**src/rtl/load_queue.sv**
```systemverilog
// In-order load queue: allocate, wait for ROB ready, issue one load at a time,
// extend returned data and write it back; flush drains any in-flight access.
module load_queue #(
  parameter int DEPTH  = 8,
  parameter int IDX_W  = 3,
  parameter int ADDR_W = 32,
  parameter int DATA_W = 32,
  parameter int ROB_W  = 4
) (
  input  logic              clk_in,
  input  logic              rst_in,
  input  logic              rdy_in,
  input  logic              alloc_en_in,
  input  logic [ADDR_W-1:0] alloc_addr_in,
  input  logic [ROB_W-1:0]  alloc_dest_in,
  input  logic [2:0]        alloc_width_in,
  input  logic              alloc_sgn_in,
  output logic              full_out,
  output logic              rob_alloc_valid_out,
  output logic [ROB_W-1:0]  rob_alloc_dest_out,
  output logic [IDX_W-1:0]  rob_alloc_idx_out,
  input  logic              rob_ready_en_in,
  input  logic [IDX_W-1:0]  rob_ready_idx_in,
  input  logic              rob_flush_in,
  output logic              rob_wb_valid_out,
  output logic [ROB_W-1:0]  rob_wb_dest_out,
  output logic [DATA_W-1:0] rob_wb_value_out,
  output logic              mem_req_out,
  output logic [ADDR_W-1:0] mem_addr_out,
  output logic [2:0]        mem_width_out,
  input  logic              mem_done_in,
  input  logic [DATA_W-1:0] mem_data_in
);

  localparam logic [IDX_W:0] FULL_CNT = (IDX_W+1)'(DEPTH);

  typedef enum logic [1:0] {
    S_IDLE,
    S_WAIT,
    S_DRAIN
  } state_e;

  state_e state_q, state_d;

  logic [DEPTH-1:0]  valid_q, valid_d;
  logic [DEPTH-1:0]  ready_q, ready_d;
  logic [DEPTH-1:0]  sgn_q, sgn_d;
  logic [ADDR_W-1:0] addr_q [DEPTH];
  logic [ADDR_W-1:0] addr_d [DEPTH];
  logic [ROB_W-1:0]  dest_q [DEPTH];
  logic [ROB_W-1:0]  dest_d [DEPTH];
  logic [2:0]        width_q [DEPTH];
  logic [2:0]        width_d [DEPTH];

  logic [IDX_W-1:0]  head_q, head_d;
  logic [IDX_W-1:0]  tail_q, tail_d;
  logic [IDX_W:0]    count_q, count_d;

  logic              req_q, req_d;
  logic [ADDR_W-1:0] maddr_q, maddr_d;
  logic [2:0]        mwidth_q, mwidth_d;

  logic              alloc_vld_q, alloc_vld_d;
  logic [ROB_W-1:0]  alloc_dest_q, alloc_dest_d;
  logic [IDX_W-1:0]  alloc_idx_q, alloc_idx_d;

  logic              wb_vld_q, wb_vld_d;
  logic [ROB_W-1:0]  wb_dest_q, wb_dest_d;
  logic [DATA_W-1:0] wb_val_q, wb_val_d;

  logic alloc_fire;
  logic pop;

  function automatic logic [DATA_W-1:0] extend(
    input logic [DATA_W-1:0] d,
    input logic [2:0]        w,
    input logic              s
  );
    logic [DATA_W-1:0] r;
    r = d;
    case (w)
      3'b001:  r = {{(DATA_W-8){s & d[7]}}, d[7:0]};
      3'b010:  r = {{(DATA_W-16){s & d[15]}}, d[15:0]};
      default: r = d;
    endcase
    return r;
  endfunction

  assign full_out = (count_q == FULL_CNT);

  always_comb begin
    state_d      = state_q;
    valid_d      = valid_q;
    ready_d      = ready_q;
    sgn_d        = sgn_q;
    addr_d       = addr_q;
    dest_d       = dest_q;
    width_d      = width_q;
    head_d       = head_q;
    tail_d       = tail_q;
    count_d      = count_q;
    req_d        = req_q;
    maddr_d      = maddr_q;
    mwidth_d     = mwidth_q;
    alloc_vld_d  = 1'b0;
    alloc_dest_d = alloc_dest_q;
    alloc_idx_d  = alloc_idx_q;
    wb_vld_d     = 1'b0;
    wb_dest_d    = wb_dest_q;
    wb_val_d     = wb_val_q;
    alloc_fire   = 1'b0;
    pop          = 1'b0;

    if (rdy_in) begin
      alloc_fire = alloc_en_in && !full_out && !rob_flush_in;

      if (rob_ready_en_in && valid_q[rob_ready_idx_in])
        ready_d[rob_ready_idx_in] = 1'b1;

      unique case (state_q)
        S_IDLE: begin
          if (!rob_flush_in && valid_q[head_q] && ready_q[head_q]) begin
            req_d    = 1'b1;
            maddr_d  = addr_q[head_q];
            mwidth_d = width_q[head_q];
            state_d  = S_WAIT;
          end
        end
        S_WAIT: begin
          if (mem_done_in) begin
            req_d   = 1'b0;
            state_d = S_IDLE;
            if (!rob_flush_in) begin
              pop       = 1'b1;
              wb_vld_d  = 1'b1;
              wb_dest_d = dest_q[head_q];
              wb_val_d  = extend(mem_data_in, width_q[head_q],
                                 sgn_q[head_q]);
            end
          end else if (rob_flush_in) begin
            state_d = S_DRAIN;
          end
        end
        S_DRAIN: begin
          if (mem_done_in) begin
            req_d   = 1'b0;
            state_d = S_IDLE;
          end
        end
        default: begin
          req_d   = 1'b0;
          state_d = S_IDLE;
        end
      endcase

      if (pop) begin
        valid_d[head_q] = 1'b0;
        ready_d[head_q] = 1'b0;
        head_d          = head_q + IDX_W'(1);
      end

      if (alloc_fire) begin
        valid_d[tail_q] = 1'b1;
        ready_d[tail_q] = 1'b0;
        addr_d[tail_q]  = alloc_addr_in;
        dest_d[tail_q]  = alloc_dest_in;
        width_d[tail_q] = alloc_width_in;
        sgn_d[tail_q]   = alloc_sgn_in;
        tail_d          = tail_q + IDX_W'(1);
        alloc_vld_d     = 1'b1;
        alloc_dest_d    = alloc_dest_in;
        alloc_idx_d     = tail_q;
      end

      case ({alloc_fire, pop})
        2'b10:   count_d = count_q + (IDX_W+1)'(1);
        2'b01:   count_d = count_q - (IDX_W+1)'(1);
        default: count_d = count_q;
      endcase

      // Flush empties the queue; an in-flight access is left to drain.
      if (rob_flush_in) begin
        valid_d = '0;
        ready_d = '0;
        head_d  = '0;
        tail_d  = '0;
        count_d = '0;
      end
    end
  end

  always_ff @(posedge clk_in) begin
    if (rst_in) begin
      state_q      <= S_IDLE;
      valid_q      <= '0;
      ready_q      <= '0;
      sgn_q        <= '0;
      for (int i = 0; i < DEPTH; i++) begin
        addr_q[i]  <= '0;
        dest_q[i]  <= '0;
        width_q[i] <= '0;
      end
      head_q       <= '0;
      tail_q       <= '0;
      count_q      <= '0;
      req_q        <= 1'b0;
      maddr_q      <= '0;
      mwidth_q     <= '0;
      alloc_vld_q  <= 1'b0;
      alloc_dest_q <= '0;
      alloc_idx_q  <= '0;
      wb_vld_q     <= 1'b0;
      wb_dest_q    <= '0;
      wb_val_q     <= '0;
    end else begin
      state_q      <= state_d;
      valid_q      <= valid_d;
      ready_q      <= ready_d;
      sgn_q        <= sgn_d;
      addr_q       <= addr_d;
      dest_q       <= dest_d;
      width_q      <= width_d;
      head_q       <= head_d;
      tail_q       <= tail_d;
      count_q      <= count_d;
      req_q        <= req_d;
      maddr_q      <= maddr_d;
      mwidth_q     <= mwidth_d;
      alloc_vld_q  <= alloc_vld_d;
      alloc_dest_q <= alloc_dest_d;
      alloc_idx_q  <= alloc_idx_d;
      wb_vld_q     <= wb_vld_d;
      wb_dest_q    <= wb_dest_d;
      wb_val_q     <= wb_val_d;
    end
  end

  assign rob_alloc_valid_out = alloc_vld_q & rdy_in;
  assign rob_alloc_dest_out  = alloc_dest_q;
  assign rob_alloc_idx_out   = alloc_idx_q;
  assign rob_wb_valid_out    = wb_vld_q & rdy_in;
  assign rob_wb_dest_out     = wb_dest_q;
  assign rob_wb_value_out    = wb_val_q;
  assign mem_req_out         = req_q;
  assign mem_addr_out        = maddr_q;
  assign mem_width_out       = mwidth_q;

endmodule

```
**config.mk**
```make
export PLATFORM = sky130hd
export DESIGN_NAME = load_queue
export DESIGN_NICKNAME = d
export VERILOG_FILES = /design/src/rtl/load_queue.sv
export SDC_FILE = /design/constraint.sdc
export NUM_CORES = 1
export LEC_CHECK = 0
export ABC_AREA = 1
export CAP_MARGIN = 10
export CORE_ASPECT_RATIO = 0.7
export CORE_MARGIN = 2
export CORE_UTILIZATION = 25
export CTS_CLUSTER_DIAMETER = 120
export DETAILED_ROUTE_END_ITERATION = 10
export PLACE_DENSITY = 0.45
export RECOVER_POWER = 50
export SYNTH_ARGS = -nofsm -noshare
export SYNTH_HDL_FRONTEND = slang
export SYNTH_SLANG_ARGS = --single-unit
```
**constraint.sdc**
```tcl
create_clock -name clk_in -period 1.9 [get_ports clk_in]
set_clock_uncertainty 0.2 [all_clocks]
set_input_delay 0.57 -clock clk_in [delete_from_list [all_inputs] [get_ports clk_in]]
set_output_delay 0.57 -clock clk_in [all_outputs]
set_load 0.02 [all_outputs]
```
==> results.cfg, run 1 <==
[final_layout]
nFillCells = 7456
area.growth.synth_to_final_pct = 39.87
fin_util = 0.3517
nets = 2871
layout-drive-gt1-share = 0.2131

[synth]
netlist.area_leader.share = 0.4790
synthDistinctLibCells = 39
netlist_top_cells_count = nor2_1 (576), dfxtp_1 (429), o21ai_0 (368)
yosys_warnings = 0
synth_area_leader_cell = dfxtp_1
synth_area_leaders = dfxtp_1 (48%), nor2_1 (12%), o21ai_0 (10%)
synthesis.area_mm2 = 0.01793
ys.flop_type = dfxtp_1
synth_edf_count = 0
ys_seq_elements = 429
synth.most_common_cell = nor2_1
synth_seq_area_share = 0.4790
ys_async_sr_fraction = 0
avgSynthCellArea_um2 = 7.204
synth_nets = 2578
synthCells = 2489

[clock_tree]
htreeDepth = 2
clk_pin_slew_ns = 0.06
clock_latency_ns = 0.61
cts_tree = built
cts_hold_buf = 0
root_buffer = clkbuf_16
cts_max_path_buffers = 3
clock_sinks = 429
cts_made_buffers = 46

[global_route]
grt_pass1_wl_um = 105800
grt_pass1_vias = 17310
grt_use_total = 0.1856
grt_overflow = 0
grt_max_degree = 53
antenna_found_initial = 5

[sta]
rsz0062_at_grt = yes
min_period_ns = 2.108
slew_headroom = 0.6437
worst_pin_slew_ns = 0.5327
setup_tns_ns = -39.01
setup_viol = 375
finalCritPeriodShare = 1.109
hold_viol = 0
final.setup.worst_slack_ns = -0.2077
fmax_mhz = 474.5
drv_slew = 0

[route]
vias_per_cell = 4.804
drc = 0
met1_length_um = 35460
drtIter0Drc = 1576
wl_per_cell_um = 19.28
highest_layer = met5
first_pass_iters = 5
vias = 18180
met2_length_um = 30530
ant_nets = 0
wl_um = 72960
met3_length_um = 5489

[die]
core_mm2 = 0.07131
die_width_um = 324.1
die_h_um = 228.1
rows = 82
die-area_mm2 = 0.07391
start_util = 0.2514
pin_count = 164

[run_status]
violations = negative setup slack
status = finished with violations

[critical_path]
slowest_delay_ns = 0.35
arrival_ns = 2.39
ff2ff_path_depth = 12
required_ns = 2.19
startpoint_type = flop
cp_common_cell = buf_12
crit_fanout = 8
cp_slowest_cell = dfxtp_1
rrSetupSlack_ns = -0.21
path_cells = nor2_2, nand3_2, buf_6, nand2_4, buf_12, nor2_4, buf_12, buf_8, nand2_8, clkbuf_16, o21ai_0, nor2_1
end_kind = flop
reg2reg_to = addr_q[140]
rr_startpoint = count_q[1]
critPathKind = reg2reg

[placed_design]
dp_hpwl_um = 46890
gp_congestion = 0.8817
io_buffers = 163

[hold_path]
hold_end = width_q[23]
min_path_cells = 4
hp-start = rst_in
hold_class = in2reg

[job]
drv_cap = 0

[pwr]
power.leakage_nw = 9.890
vdd.ir_drop.worst_v = 0.0005901
cellPowerDensity_mw_per_mm2 = 775.3
## routing by layer
| metal | vias to the layer above | track usage |
|---|---|---|
| met5 | - | 0 |
| met3 | 106 | 0.04226 |
| met2 | 559 | 0.2712 |
| li1 | 8812 | - |
| met4 | 6 | 0.05006 |
| met1 | 8696 | 0.2709 |
## cell usage in the layout, fill, tap and decap left out, types with 21 or more instances in the layout
master and n:
nand4_1 28, buf_12 66, a22oi_1 34, o21ai_2 33, nand2_1 292, clkdlybuf4s50_1 78, nand3_1 77, a22o_1 21
inv_1 139, nor2_2 46, buf_4 191, nor2_1 515, buf_2 29, clkbuf_16 59, a21oi_1 208, o21ai_0 292
buf_6 26, o21ai_1 50, nor2_4 25, dfxtp_1 408
## flip-flops by register name (all words and copies together) (netlist names)
name / count
rob_alloc_dest_out: 4
dest_q: 32
mem_req_out: 1
valid_q: 8
rob_wb_value_out: 32
rob_wb_dest_out: 4
rob_alloc_idx_out: 3
addr_q: 256
sgn_q: 8
tail_q: 3
mem_width_out: 3
alloc_vld_q: 1
width_q: 24
mem_addr_out: 32
state_q: 2
wb_vld_q: 1
head_q: 3
count_q: 4
ready_q: 8
## per-stage QoR
stage               worst slack [ns]  instance area, µm²  std cells  power [mW]  hold WS, ns
floorplan                   -0.04732               18010       2489       9.772       0.2233
global placement             -0.8977               22400       3663       10.42       0.2299
detailed placement           -0.9015               22400       3663       10.43       0.2340
CTS                          -0.1920               24010       3754       19.51       0.1928
global route                 -0.3105               25080       3783       20.17       0.2074
finish                       -0.2077               25080       3784       19.44       0.2081
## critical path, delay by kind of cell (launching register included)
kind | cells | cell delay (ns)
AO/OA/AOI/OAI | 1 | 0.16
buffers and inverters | 5 | 0.73
flip-flops | 1 | 0.35
AND/OR/NAND/NOR | 6 | 0.56
## final cells by class
type / instances / area, µm² / share of cell area
Multi-Input combinational cell: 1730 / 8707 / 0.3472
Tap cell: 966 / 1209 / 0.04820
Clock inverter: 13 / 140.1 / 0.005588
Sequential cell: 429 / 8622 / 0.3438
Timing Repair Buffer: 412 / 4385 / 0.1749
Clock buffer: 68 / 1335 / 0.05324
Antenna cell: 3 / 7.507 / 0.0002994
Inverter: 163 / 671.9 / 0.02679
## cells by family (layout without fill, tap and decap cells)
kind of cell,after synthesis,in the layout,synth area share
buf+inv,331,656,0.07404
compound gates,686,686,0.2068
fa+ha+maj,7,7,0.004885
xor+xnor,2,2,0.0009771
flops,429,429,0.4790
other cells,0,3,0
simple gates,1034,1035,0.2343
## power breakdown
part | leakage [nW] | switching [mW] | internal [mW]
Combinational | 5.69 | 0.766 | 0.533
Sequential | 3.47 | 0.0355 | 9.06
Clock | 0.726 | 3.92 | 5.13
Total | 9.89 | 4.72 | 14.7
## worst max path at each step
stage                          start              endpoint  slack (ns)  cells after the start
after global placement        rdy_in    rob_wb_dest_out[0]       -0.90                     11
after floorplan               rdy_in            addr_q[51]       -0.05                     11
final                     count_q[1]           addr_q[140]       -0.21                     12
after detailed placement      rdy_in    rob_wb_dest_out[0]       -0.90                     11
after CTS                  head_q[0]  rob_wb_value_out[29]       -0.19                     11
after global routing       head_q[0]  rob_wb_value_out[29]       -0.31                     13
## what timing repair did
action / in CTS / in global routing
buffers inserted: 9 / 12
pin swaps: 30 / 32
setup endpoints to repair: 491 / 451
resized for setup: 498 / 232
cloned: 1 / 15
hold endpoints to repair: 0 / 0
(Power assumes the default switching activity.)
==> run 2, diff against run 1 <==
--- a/config.mk
+++ b/config.mk
@@ -12,6 +12,7 @@
 export CORE_UTILIZATION = 25
 export CTS_CLUSTER_DIAMETER = 120
 export DETAILED_ROUTE_END_ITERATION = 10
+export HOLD_SLACK_MARGIN = 0.03
 export PLACE_DENSITY = 0.45
 export RECOVER_POWER = 50
 export SYNTH_ARGS = -nofsm -noshare
==> results of run 2 <==
Final layout, timing and power as in run 1 (identical DEF).
